[src/rtl/arb_pkg.sv]
// ---------------------------------------------------------------------------
// arb_pkg
// Shared constants and types for the four-requester round-robin arbiter.
//   NREQ        : number of requesters
//   IDXW        : width of a requester index
//   idx_t       : requester index / rotation pointer type (wraps mod 4)
//   arb_state_t : arbiter FSM state (IDLE, BUSY)
// ---------------------------------------------------------------------------
package arb_pkg;

    localparam int NREQ = 4;
    localparam int IDXW = 2;

    typedef logic [IDXW-1:0] idx_t;

    typedef enum logic {
        IDLE = 1'b0,
        BUSY = 1'b1
    } arb_state_t;

endpackage : arb_pkg

[src/rtl/arb_rr_pick.sv]
// ---------------------------------------------------------------------------
// arb_rr_pick
// Purely combinational round-robin winner selection.
//
// Ports:
//   req      [3:0] in  : request vector, bit i is requester i
//   last_ptr [1:0] in  : most recently served requester; search starts after it
//   win_idx  [1:0] out : index of the winning requester
//   win_vld        out : at least one request is present
//
// The request vector is rotated right by last_ptr+1 so that the first
// requester in search order lands at bit 0. A lowest-first priority encode
// on the rotated vector gives the position in search order, and adding the
// offset back (mod 4) turns it into the real requester index.
// ---------------------------------------------------------------------------
module arb_rr_pick
    import arb_pkg::*;
(
    input  logic [NREQ-1:0] req,
    input  logic [IDXW-1:0] last_ptr,
    output logic [IDXW-1:0] win_idx,
    output logic            win_vld
);

    idx_t            w_off;
    logic [NREQ-1:0] w_rot;
    idx_t            w_enc;

    always_comb begin
        w_off = last_ptr + 2'd1;

        // Rotated bit i is the requester i steps into the search order.
        w_rot = '0;
        for (int i = 0; i < NREQ; i++) begin
            w_rot[i] = req[idx_t'(idx_t'(i) + w_off)];
        end

        // Scan from the top down so the lowest set bit is the last one written.
        w_enc = '0;
        for (int i = NREQ - 1; i >= 0; i--) begin
            if (w_rot[i]) begin
                w_enc = idx_t'(i);
            end
        end

        win_idx = w_enc + w_off;
        win_vld = |req;
    end

endmodule : arb_rr_pick

[src/rtl/rr_arbiter4.sv]
// ---------------------------------------------------------------------------
// rr_arbiter4
// Four-requester round-robin arbiter. One requester holds the shared
// resource until done; priority then rotates so the just-served requester
// is searched last. Re-arbitration happens in the done cycle, so a waiting
// requester is granted on the next edge with no idle bubble.
//
// Optional feature (macro ARB_TIMEOUT_EN): an 8-bit hold counter forces a
// release after MAX_HOLD BUSY cycles without done, pulsing timeout for one
// cycle together with the grant change. Without the macro no counter exists
// and timeout is tied low.
//
// Parameters:
//   MAX_HOLD : BUSY cycles before forced release (2..255, timeout build only)
//
// Ports:
//   clk            in  : rising-edge clock
//   rst_n          in  : asynchronous active-low reset
//   req      [3:0] in  : request vector
//   done           in  : one-cycle completion pulse from the resource
//   gnt      [3:0] out : registered one-hot grant
//   gnt_idx  [1:0] out : registered binary index of the grant
//   gnt_valid      out : registered, a grant is active
//   timeout        out : registered one-cycle forced-release pulse
// ---------------------------------------------------------------------------
module rr_arbiter4
    import arb_pkg::*;
#(
    parameter int MAX_HOLD = 16
) (
    input  logic            clk,
    input  logic            rst_n,
    input  logic [NREQ-1:0] req,
    input  logic            done,
    output logic [NREQ-1:0] gnt,
    output logic [IDXW-1:0] gnt_idx,
    output logic            gnt_valid,
    output logic            timeout
);

    if (MAX_HOLD < 2 || MAX_HOLD > 255) begin : g_bad_max_hold
        $error("rr_arbiter4: MAX_HOLD must be in 2..255");
    end

    arb_state_t      r_state;
    arb_state_t      w_state_nxt;
    idx_t            r_last_ptr;
    idx_t            w_last_ptr_nxt;
    logic [NREQ-1:0] r_gnt;
    logic [NREQ-1:0] w_gnt_nxt;
    idx_t            r_gnt_idx;
    idx_t            w_gnt_idx_nxt;
    logic            r_gnt_valid;
    logic            w_gnt_valid_nxt;
    logic            r_timeout;
    logic            w_timeout_nxt;

    logic            w_expire;
    logic            w_release;
    logic            w_load;
    idx_t            w_pick_ptr;
    idx_t            w_win_idx;
    logic            w_win_vld;

`ifdef ARB_TIMEOUT_EN
    logic [7:0] r_hold_cnt;

    // Counter restarts with each new grant, so it measures the current hold only.
    always_ff @(posedge clk or negedge rst_n) begin
        if (!rst_n) begin
            r_hold_cnt <= '0;
        end else if (w_load) begin
            r_hold_cnt <= '0;
        end else if (r_state == BUSY) begin
            r_hold_cnt <= r_hold_cnt + 8'd1;
        end
    end

    assign w_expire = (r_state == BUSY) && (r_hold_cnt == 8'(MAX_HOLD - 1));
`else
    assign w_expire = 1'b0;
`endif

    // Releasing the grant behaves as if last_ptr had already moved to the
    // current holder, so the picker sees the rotated order in the same cycle.
    assign w_release  = (r_state == BUSY) && (done || w_expire);
    assign w_pick_ptr = w_release ? r_gnt_idx : r_last_ptr;

    arb_rr_pick u_pick (
        .req      (req),
        .last_ptr (w_pick_ptr),
        .win_idx  (w_win_idx),
        .win_vld  (w_win_vld)
    );

    always_comb begin
        w_state_nxt     = r_state;
        w_last_ptr_nxt  = r_last_ptr;
        w_gnt_nxt       = r_gnt;
        w_gnt_idx_nxt   = r_gnt_idx;
        w_gnt_valid_nxt = r_gnt_valid;
        w_timeout_nxt   = 1'b0;
        w_load          = 1'b0;

        unique case (r_state)
            IDLE: begin
                if (w_win_vld) begin
                    w_load = 1'b1;
                end
            end
            BUSY: begin
                if (w_release) begin
                    w_last_ptr_nxt = r_gnt_idx;
                    // A real done in the same cycle wins over the forced release.
                    w_timeout_nxt  = w_expire && !done;
                    if (w_win_vld) begin
                        w_load = 1'b1;
                    end else begin
                        w_state_nxt     = IDLE;
                        w_gnt_nxt       = '0;
                        w_gnt_valid_nxt = 1'b0;
                    end
                end
            end
            default: begin
                w_state_nxt = IDLE;
            end
        endcase

        if (w_load) begin
            w_state_nxt     = BUSY;
            w_gnt_nxt       = NREQ'(1) << w_win_idx;
            w_gnt_idx_nxt   = w_win_idx;
            w_gnt_valid_nxt = 1'b1;
        end
    end

    always_ff @(posedge clk or negedge rst_n) begin
        if (!rst_n) begin
            r_state     <= IDLE;
            r_last_ptr  <= 2'b11;
            r_gnt       <= '0;
            r_gnt_idx   <= '0;
            r_gnt_valid <= 1'b0;
            r_timeout   <= 1'b0;
        end else begin
            r_state     <= w_state_nxt;
            r_last_ptr  <= w_last_ptr_nxt;
            r_gnt       <= w_gnt_nxt;
            r_gnt_idx   <= w_gnt_idx_nxt;
            r_gnt_valid <= w_gnt_valid_nxt;
            r_timeout   <= w_timeout_nxt;
        end
    end

    assign gnt       = r_gnt;
    assign gnt_idx   = r_gnt_idx;
    assign gnt_valid = r_gnt_valid;
    assign timeout   = r_timeout;

endmodule : rr_arbiter4

[config.mk]
export PLATFORM = sky130hd
export DESIGN_NAME = rr_arbiter4
export DESIGN_NICKNAME = d
export VERILOG_FILES = /design/src/rtl/arb_pkg.sv /design/src/rtl/arb_rr_pick.sv /design/src/rtl/rr_arbiter4.sv
export SDC_FILE = /design/constraint.sdc
export NUM_CORES = 1
export LEC_CHECK = 0
export BUFFER_PORTS_ARGS = -buffer_cell sky130_fd_sc_hd__buf_4
export CAP_MARGIN = 20
export CORE_UTILIZATION = 39
export CTS_BUF_LIST = sky130_fd_sc_hd__clkbuf_8
export DETAILED_ROUTE_END_ITERATION = 10
export PLACE_DENSITY = 0.64
export SYNTH_ARGS = -nofsm -noshare
export SYNTH_HDL_FRONTEND = slang
export SYNTH_SLANG_ARGS = --single-unit
[constraint.sdc]
create_clock -name clk -period 4.55 [get_ports clk]
set_input_delay 0 -clock clk [delete_from_list [all_inputs] [get_ports clk]]
set_output_delay 0 -clock clk [all_outputs]
set_load 0.1 [all_outputs]
==> metrics, run 1 <==
post-synthesis compound-gate area fraction 24.55%; Crit. End Element flop; Post-CTS Setup Bufs 0; period utilisation layout between 50% and 60%; Post-Synth XOR/XNOR Area 4.390%; Yosys top cell area share 26.02%; Site Rows 15; Synth Area in Adders 1.626%; Slew @ Worst Pin 502.4 ps; largest net degree at the start of global routing 13; launch point of the worst reg-to-reg path r_last_ptr[1]; share of cells above drive strength 1 about a quarter; synth unique cells 43; worst setup path class reg2reg; Routed Antenna Nets 0; Port Buffer Count 13; clock skew 3.366 ps; Final Critical Period 2526 ps; sw frac just over 50%; largest area contributor in the netlist dfrtp_1; Critical Path Max Stage Delay between 500 and 600 ps; Worst EP required approximately 4700 ps; CP max FO 5; synthesized area 769.5 um^2; die area roughly 2200 um^2; CTS Buf Count 3; chip width roughly 46 um; largest cells by area after synthesis dfrtp_1 (26%), dfstp_2 (6.8%), nor2_1 (4.9%); VDD IR max roughly 0.45 mV; die height about 46 um; Synth Area in Simple Gates 26.02%; PostCTS Resize Cnt 0; Hold Buf Count CTS 1; CTS root buf clkbuf_8; DRT Pass-1 Iters 4; sequential share of power 23.7%; P&R area growth vs syn 19.84%; boundary pin count 15; CP startpoint r_last_ptr[1]; vias in the first global route 666; Overall Power 648.8 uW; met3 usage 7.451%; Final #Nets roughly 110; TritonCTS clock tree yes; Hold Path Cell Cnt 3; Reg clk slew, reported paths around 50 ps; mux contribution to synthesized area 2.764%; DRC viols 0; met2 GRT Util about 29%; count leader, synth nor2_1; warning count from the yosys run 0; fmax 395.9 MHz; Most used DFF post-synth dfrtp_1; met1 Track Usage GR 26.92%; PD cells 703.6 nW/um^2; CP Cell Sequence a21bo_2, and2_2, inv_2, nand2_1, a21oi_1, o2bb2ai_1, o21a_1, ha_1, xnor2_2, xor2_1, mux2_2; routed length per instance 13.83 um; clk_lat worst skew about 230 ps; Via-to-Cell Ratio 5.488; DP HPWL 1299 um; DRT iter0 DRCs 26; initial core utilization 43.16%; Final Hold Vio Count 0; first-pass GRT wire length 2925 um; total net switching power ~330 uW; RR Endpoint gnt_idx[1]; Max stage delay cell, worst path dfstp_2; clock sink total 10; fin. max-slew vios 0; Post-synth EDFFs 0; final setup vio count 0; worst-case reg-to-reg path depth 11; WL final 1756 um; outcome complete, no violations; Syn Area/Cell 8.456 um^2; Seq/Total Area, Yosys about a third; Logic pwr share 59.4%; gr busiest metal met2; setup TNS 0 ps; most instantiated cells after synthesis nor2_1 (10), dfrtp_1 (8), nand2_1 (7); Cell Int Power 316.0 uW; Syn Inst Count between 90 and 100; Pleak 0.0004069 uW; Worst Setup EP gnt_idx[1]; largest family of logic cells by synthesized area simple AND/OR/NAND/NOR gates; flop2flop setup slack 2020 ps; worst min-delay path class in2reg; CTS H-tree depth 1; final setup margin 2024 ps; pre-CTS setup slack around 2000 ps; maximum capacitance violations 0; initial antenna violation count 0; clk buf depth 2; ys async rst share 100.0%; Worst Path Arrival 2640 ps; GP Congestion 0.7990; Rel. slew slack 66.15%; Total Routing Usage GR 19.42%; antenna fix cells 0; clock power share about 17%; Synth Register Bits 10; RSZ-0062 raised after global routing no; Syn Nets around 100; Vias 697; Worst Setup Start Kind flop; core area between 1500 and 2000 um^2; Congestion Overflow GR 0
[per-stage QoR]
step,instance area (um^2),std cells,utilization (%),hold slack [ps]
final,922.1,127,51.72,93.15
after floorplan,769.5,91,-,-295.6
after CTS,922.1,127,51.72,81.93
after detailed placement,857.1,122,48.07,-163.2
after global routing,922.1,127,51.72,98.20
after global placement,857.1,122,48.07,-162.6
[cell type report]
class                           instances  area (um^2)
Fill cell                             173        860.8
Tap cell                               25        31.28
Timing Repair Buffer                   14        107.6
Inverter                                4        15.01
Multi-Input combinational cell         70        460.4
Sequential cell                        10        252.7
Clock buffer                            4        55.05
[state kept, by name, summed over array words and instances (netlist names)]
signal / count
r_last_ptr: 2
gnt: 4
gnt_idx: 2
r_state: 1
gnt_valid: 1
[layout by cell type (no fill, tap or decap), types with 2 or more instances in the layout]
cell      instances
buf_4            13
nor2_1           10
dfrtp_1           8
nand2_1           7
o21ai_0           6
a21oi_1           4
nand2b_1          4
clkbuf_8          4
nand3_1           3
inv_1             3
and2_2            2
o21a_1            2
nand4b_1          2
o21ai_1           2
nand4_1           2
a211oi_1          2
a32o_1            2
dfstp_2           2
[kinds of logic after synthesis]
family                     count (synthesis)
buffers and inverters                     11
and+or+nand+nor                           36
AOI/OAI and AO/OA                         27
DFF                                       10
muxes                                      2
xor gates and xnor gates                   3
other                                      1
adders and majority gates                  1
[power by group through the flow]
stage	combinational [uW]	sequential (uW)	clock, uW
global route	407	157	119
floorplan	152	310	0
CTS	387	153	113
detailed placement	385	155	0
global placement	382	153	0
finish	386	154	110
[critical path: cells and delay by family (launching register included)]
family / cells / cell delay, ps
AO/OA/AOI/OAI: 4 / 670
XOR/XNOR: 2 / 340
adder cells (fa/ha/maj): 1 / 200
buffers and inverters: 1 / 80
flip-flops: 1 / 550
multiplexers: 1 / 280
AND/OR/NAND/NOR: 2 / 290
[worst min path at each step]
stage / slack, ps / end / from
final: 90 / r_state / req[0]
after global routing: 100 / r_state / req[1]
after global placement: -160 / r_state / rst_n
after CTS: 80 / r_state / req[0]
after detailed placement: -160 / gnt_valid / rst_n
after floorplan: -300 / gnt[0] / rst_n
[per-layer routing]
layer | share of wire, % | vias up
li1 | - | 350
met1 | 50 | 333
met2 | 46 | 14
met3 | 3.8 | 0
met4 | 0 | 0
met5 | 0 | -
Power figures use the tool's default switching activity.
==> inputs of run 2 (changes only) <==
==> constraint.sdc (replaced) <==
create_clock -name clk -period 2.49 [get_ports clk]
set_input_delay 0 -clock clk [delete_from_list [all_inputs] [get_ports clk]]
set_output_delay 0 -clock clk [all_outputs]
set_load 0.1 [all_outputs]
==> run 2 against run 1 <==
  * Global-route usage fell by 1.1 points
  * Via count rose by 3.0%
  * Clock-buffer cell count did not move
  * Fmax rose by 7.5%
  * Critical endpoint unchanged
  * Register-to-register slack got worse by 1900 ps
==> metrics, run 2 (synthesized netlist as in run 1, its figures left out) <==
clock skew 1.170 ps (was 3.366 ps); Congestion Overflow GR 0 (unchanged); commonest non-fill, non-tap cell in the layout buf_4 (unchanged); first-pass GRT wire length 2739 um (was 2925 um); Worst Path Arrival 2470 ps (was 2640 ps); PD cells 1290 nW/um^2 (was 703.6 nW/um^2); setup TNS 0 ps (unchanged); fin. max-slew vios 0 (unchanged); post-layout util 55.65% (was 51.72%); Total Routing Usage GR 18.30% (was 19.42%); Final Critical Period 2350 ps (was 2526 ps); P&R area growth vs syn 28.94% (was 19.84%); Worst EP required 2610 ps (was 4670 ps); count of filler cells inserted in the layout 167 (was 173); Hold Path Cell Cnt 3 (unchanged); fmax 425.6 MHz (was 395.9 MHz); Crit. End Element flop (unchanged); share of cells above drive strength 1 33.02% (was 26.47%); Final #Nets 115 (was 111); core area 1783 um^2 (unchanged); DRT iter0 DRCs 13 (was 26); Final Hold Vio Count 0 (unchanged); vias in the first global route 632 (was 666); gr busiest metal met2 (unchanged); period utilisation layout 94.37% (was 55.51%); maximum capacitance violations 0 (unchanged); CTS H-tree depth 1 (unchanged); largest net degree at the start of global routing 13 (unchanged); Overall Power 1280 uW (was 648.8 uW); worst setup path class reg2reg (unchanged); clk_lat worst skew 230 ps (about the same); WL final 1752 um (was 1756 um); RSZ-0062 raised after global routing no (unchanged); initial antenna violation count 0 (unchanged); die height 46.42 um (unchanged); Post-CTS Setup Bufs 0 (unchanged); die area 2155 um^2 (unchanged); Site Rows 15 (unchanged); Pleak 0.0004282 uW (was 0.0004069 uW); met1 Track Usage GR 22.65% (was 26.92%); antenna fix cells 0 (unchanged); Vias 718 (was 697); final setup margin 140.2 ps (was 2024 ps); clock sink total 10 (unchanged); VDD IR max 0.8863 mV (was 0.4464 mV); clk buf depth 2 (unchanged); GP Congestion 0.8470 (was 0.7990); DRT Pass-1 Iters 4 (unchanged); CTS root buf clkbuf_8 (unchanged); boundary pin count 15 (unchanged); Worst Setup Start Kind flop (unchanged); met2 GRT Util 31.39% (was 28.61%); CTS Buf Count 3 (unchanged); TritonCTS clock tree yes (unchanged); initial core utilization 43.16% (unchanged); Routed Antenna Nets 0 (unchanged); routed length per instance 13.37 um (was 13.83 um); Via-to-Cell Ratio 5.481 (was 5.488); worst hold slack 80.49 ps (was 93.15 ps); outcome complete, no violations (unchanged); chip width 46.42 um (unchanged); CP max FO 3 (was 5); DP HPWL 1309 um (was 1299 um); pre-CTS setup slack 78.63 ps (was 2060 ps); DRC viols 0 (unchanged); met3 usage 3.529% (was 7.451%); worst-case reg-to-reg path depth 11 (unchanged); Reg clk slew, reported paths 50 ps (about the same); final setup vio count 0 (unchanged); max reg flops 4 (unchanged); Port Buffer Count 13 (unchanged); worst min-delay path class in2reg (unchanged); commonest non-fill, non-tap cells in the layout buf_4 (17), nor2_1 (10), nand2_1 (7), dfrtp_1 (7), o21ai_0 (6) (was buf_4 (13), nor2_1 (10), dfrtp_1 (8))
-- run 2: repair_timing --
action,in CTS,in global routing
hold buffers,1,0
setup endpoints to repair,0,4
hold endpoints to repair,10,0
resized for setup,0,6
-- run 2: worst paths after layout --
path	from	to	slack, ps
max in group asynchronous	rst_n	r_last_ptr[0]	2140
setup / recovery	r_last_ptr[1]	gnt_idx[1]	140
hold / removal	req[1]	r_state	80
hold reg to reg	gnt[3]	gnt[3]	500
setup reg to reg	r_last_ptr[1]	gnt_idx[1]	140
min in group asynchronous	rst_n	gnt[0]	130
-- run 2: power by group --
part,switching (uW),internal [uW],leakage (uW)
Sequential,49.3,232,0.000113
Clock,61.8,139,0.0000288
Combinational,525,273,0.000286
-- run 2: routing by layer --
| layer | vias to the layer above | routed length [um] |
|---|---|---|
| li1 | 355 | - |
| met3 | 0 | 75 |
| met5 | - | 0 |
| met1 | 347 | 786 |
| met4 | 0 | 0 |
| met2 | 16 | 890 |
-- run 2: worst max-delay path: stages (launching register included) --
cell and delay (ps):
dfstp_2 520, a21bo_2 240, and2_4 170, inv_2 50
nand2_1 70, a21oi_2 120, o2bb2ai_1 70, o21a_1 210
ha_4 180, xnor2_4 140, xor2_2 200, mux2_2 270
-- run 2: stage by stage --
stage,cells,area [um^2]
floorplan,91,773.2
global placement,126,890.9
detailed placement,126,890.9
CTS,131,955.9
global route,131,992.2
finish,131,992.2
-- run 2: layout make-up --
cell class | instances | area, um^2 | area share (%)
clock buffers | 4 | 55.05 | 5.549
inverters | 4 | 15.01 | 1.513
multi-input cells | 70 | 496.7 | 50.06
flip-flops and latches | 10 | 256.5 | 25.85
well taps | 25 | 31.28 | 3.153
repair buffers | 18 | 137.6 | 13.87
==> inputs of run 3 (changes only) <==
--- a/config.mk
+++ b/config.mk
@@ -8,7 +8,6 @@
 export BUFFER_PORTS_ARGS = -buffer_cell sky130_fd_sc_hd__buf_4
 export CAP_MARGIN = 20
 export CORE_UTILIZATION = 39
-export CTS_BUF_LIST = sky130_fd_sc_hd__clkbuf_8
 export DETAILED_ROUTE_END_ITERATION = 10
 export PLACE_DENSITY = 0.64
 export SYNTH_ARGS = -nofsm -noshare
==> run 3 against run 2 <==
  * Register-to-register slack about the same
  * Non-clock buffer count unchanged
  * Clock-buffer cell count unchanged
  * Worst hold slack got worse by 34 ps
  * Largest power group unchanged
  * First-iteration DRC count unchanged
  * Final area decreased by 1.9%
  * Largest cell class unchanged
  * Combinational power about the same
  * Utilization decreased by 1.1 points
  * Routed wire length unchanged
  * Critical path depth unchanged
==> metrics, run 3 (synthesized netlist as in run 1, its figures left out) <==
VDD IR max 0.8384 mV (was 0.8863 mV); final setup margin 136.7 ps (was 140.2 ps); P&R area growth vs syn 26.50% (was 28.94%); share of cells above drive strength 1 33.02% (unchanged); Multi-input gate area 496.7 um^2 (unchanged); Final Critical Period 2353 ps (was 2350 ps); CTS Buf Count 3 (unchanged); first-pass GRT wire length 2718 um (was 2739 um); DRT iter0 DRCs 13 (unchanged); die area 2155 um^2 (unchanged); DRT Pass-1 Iters 4 (unchanged); Layout Cells excl Fill 131 (unchanged); count of filler cells inserted in the layout 170 (was 167); Worst Path Arrival 2510 ps (was 2470 ps); Total Routing Usage GR 18.14% (was 18.30%); Worst Setup Start Kind flop (unchanged); DRC viols 0 (unchanged); CP max FO 3 (unchanged); Reg clk slew, reported paths 70 ps (was 50 ps); DP HPWL 1309 um (unchanged); core area 1783 um^2 (unchanged); die height 46.42 um (unchanged); PD cells 1258 nW/um^2 (was 1290 nW/um^2); RSZ-0062 raised after global routing no (unchanged); worst setup path class reg2reg (unchanged); final setup vio count 0 (unchanged); fmax 424.9 MHz (was 425.6 MHz); Routed Antenna Nets 0 (unchanged); commonest non-fill, non-tap cell in the layout buf_4 (unchanged); boundary pin count 15 (unchanged); GP Congestion 0.8470 (unchanged); chip width 46.42 um (unchanged); Worst path top cell family by delay compound AO/OA/AOI/OAI gates (unchanged); Vias 725 (was 718); Post-CTS Setup Bufs 0 (unchanged); Crit. End Element flop (unchanged); fin. max-slew vios 0 (unchanged); Area after DPL 890.9 um^2 (unchanged); Via-to-Cell Ratio 5.534 (was 5.481); Final #Nets 115 (unchanged); Final Hold Vio Count 0 (unchanged); worst min-delay path class in2reg (unchanged); vias in the first global route 638 (was 632); Congestion Overflow GR 0 (unchanged); CP Cell Sequence a21bo_2, and2_4, inv_2, nand2_1, a21oi_2, o2bb2ai_1, o21a_1, ha_4, xnor2_4, xor2_2, mux2_2 (unchanged); initial antenna violation count 0 (unchanged); setup TNS 0 ps (unchanged); CTS root buf clkbuf_4 (was clkbuf_8); CTS H-tree depth 1 (unchanged); clk buf depth 2 (unchanged); largest net degree at the start of global routing 13 (unchanged); clock sink total 10 (unchanged); routed length per instance 13.37 um (unchanged); period utilisation layout 94.51% (was 94.37%); Site Rows 15 (unchanged); commonest non-fill, non-tap cells in the layout buf_4 (17), nor2_1 (10), nand2_1 (7), dfrtp_1 (7), o21ai_0 (6) (unchanged); Critical Path Max Stage Delay 520 ps (about the same); maximum capacitance violations 0 (unchanged); post-layout util 54.60% (was 55.65%); Cells after DPL 126 (unchanged); pre-CTS setup slack 78.63 ps (unchanged); Port Buffer Count 13 (unchanged); clock skew 0.3637 ps (was 1.170 ps); cell area after layout 973.4 um^2 (was 992.2 um^2); Pleak 0.0004204 uW (was 0.0004282 uW); WL final 1752 um (unchanged); TritonCTS clock tree yes (unchanged); Worst EP required 2640 ps (was 2610 ps); outcome complete, no violations (unchanged); Max stage delay cell, worst path dfstp_2 (unchanged); antenna fix cells 0 (unchanged); initial core utilization 43.16% (unchanged); max reg flops 4 (unchanged); Worst Path Buf+Inv 1 (unchanged); clk_lat worst skew 260 ps (was 230 ps); register area 256.5 um^2 (unchanged)
==> run 3: routing by layer <==
| metal | routed length, um | track usage, % | share of wire (%) |
|---|---|---|---|
| met3 | 77 | 3.529 | 4.4 |
| met2 | 871 | 30.83 | 50 |
| met1 | 802 | 22.65 | 46 |
| met4 | 0 | 5.882 | 0 |
| met5 | 0 | 0 | 0 |
==> run 3: area by class of cell <==
class / count / area share, %
flip-flops and latches: 10 / 26.35
repair buffers: 18 / 14.14
well taps: 25 / 3.213
clock buffers: 4 / 3.728
multi-input cells: 70 / 51.03
inverters: 4 / 1.542
==> run 3: tightest hold or removal path, cell delays in order <==
cell,delay (ps)
buf_4,140
nor4_1,80
nand2_1,60
==> run 3: timing repair <==
action | in CTS | in global routing
resized for setup | 0 | 6
endpoints found under the setup margin | 0 | 4
hold buffers | 1 | 0
hold endpoints to repair | 10 | 0
==> run 3: power by group <==
| part | switching (uW) | internal [uW] | total, uW |
|---|---|---|---|
| sequential | 49.5 | 231 | 280 |
| combinational | 525 | 273 | 798 |
| clock | 57.7 | 88.7 | 146 |
| total | 632 | 593 | 1220 |
==> run 3: per-stage QoR <==
step	power (uW)	hold WS [ps]
after global placement	1010	-169.0
after CTS	1168	50.64
after detailed placement	1017	-166.6
final	1225	46.97
after global routing	1291	64.21
after floorplan	849.7	-295.6
==> run 3: path summary, 6_finish.rpt <==
kind / start / endpoint / slack (ps) / depth (start not counted)
setup / recovery: r_last_ptr[1] / gnt_idx[1] / 140 / 11
hold / removal: req[1] / r_state / 50 / 3
setup reg to reg: r_last_ptr[1] / gnt_idx[1] / 140 / 11
hold reg to reg: gnt[3] / gnt[3] / 510 / 1
max in group asynchronous: rst_n / r_last_ptr[0] / 2170 / 2
min in group asynchronous: rst_n / gnt[0] / 100 / 2
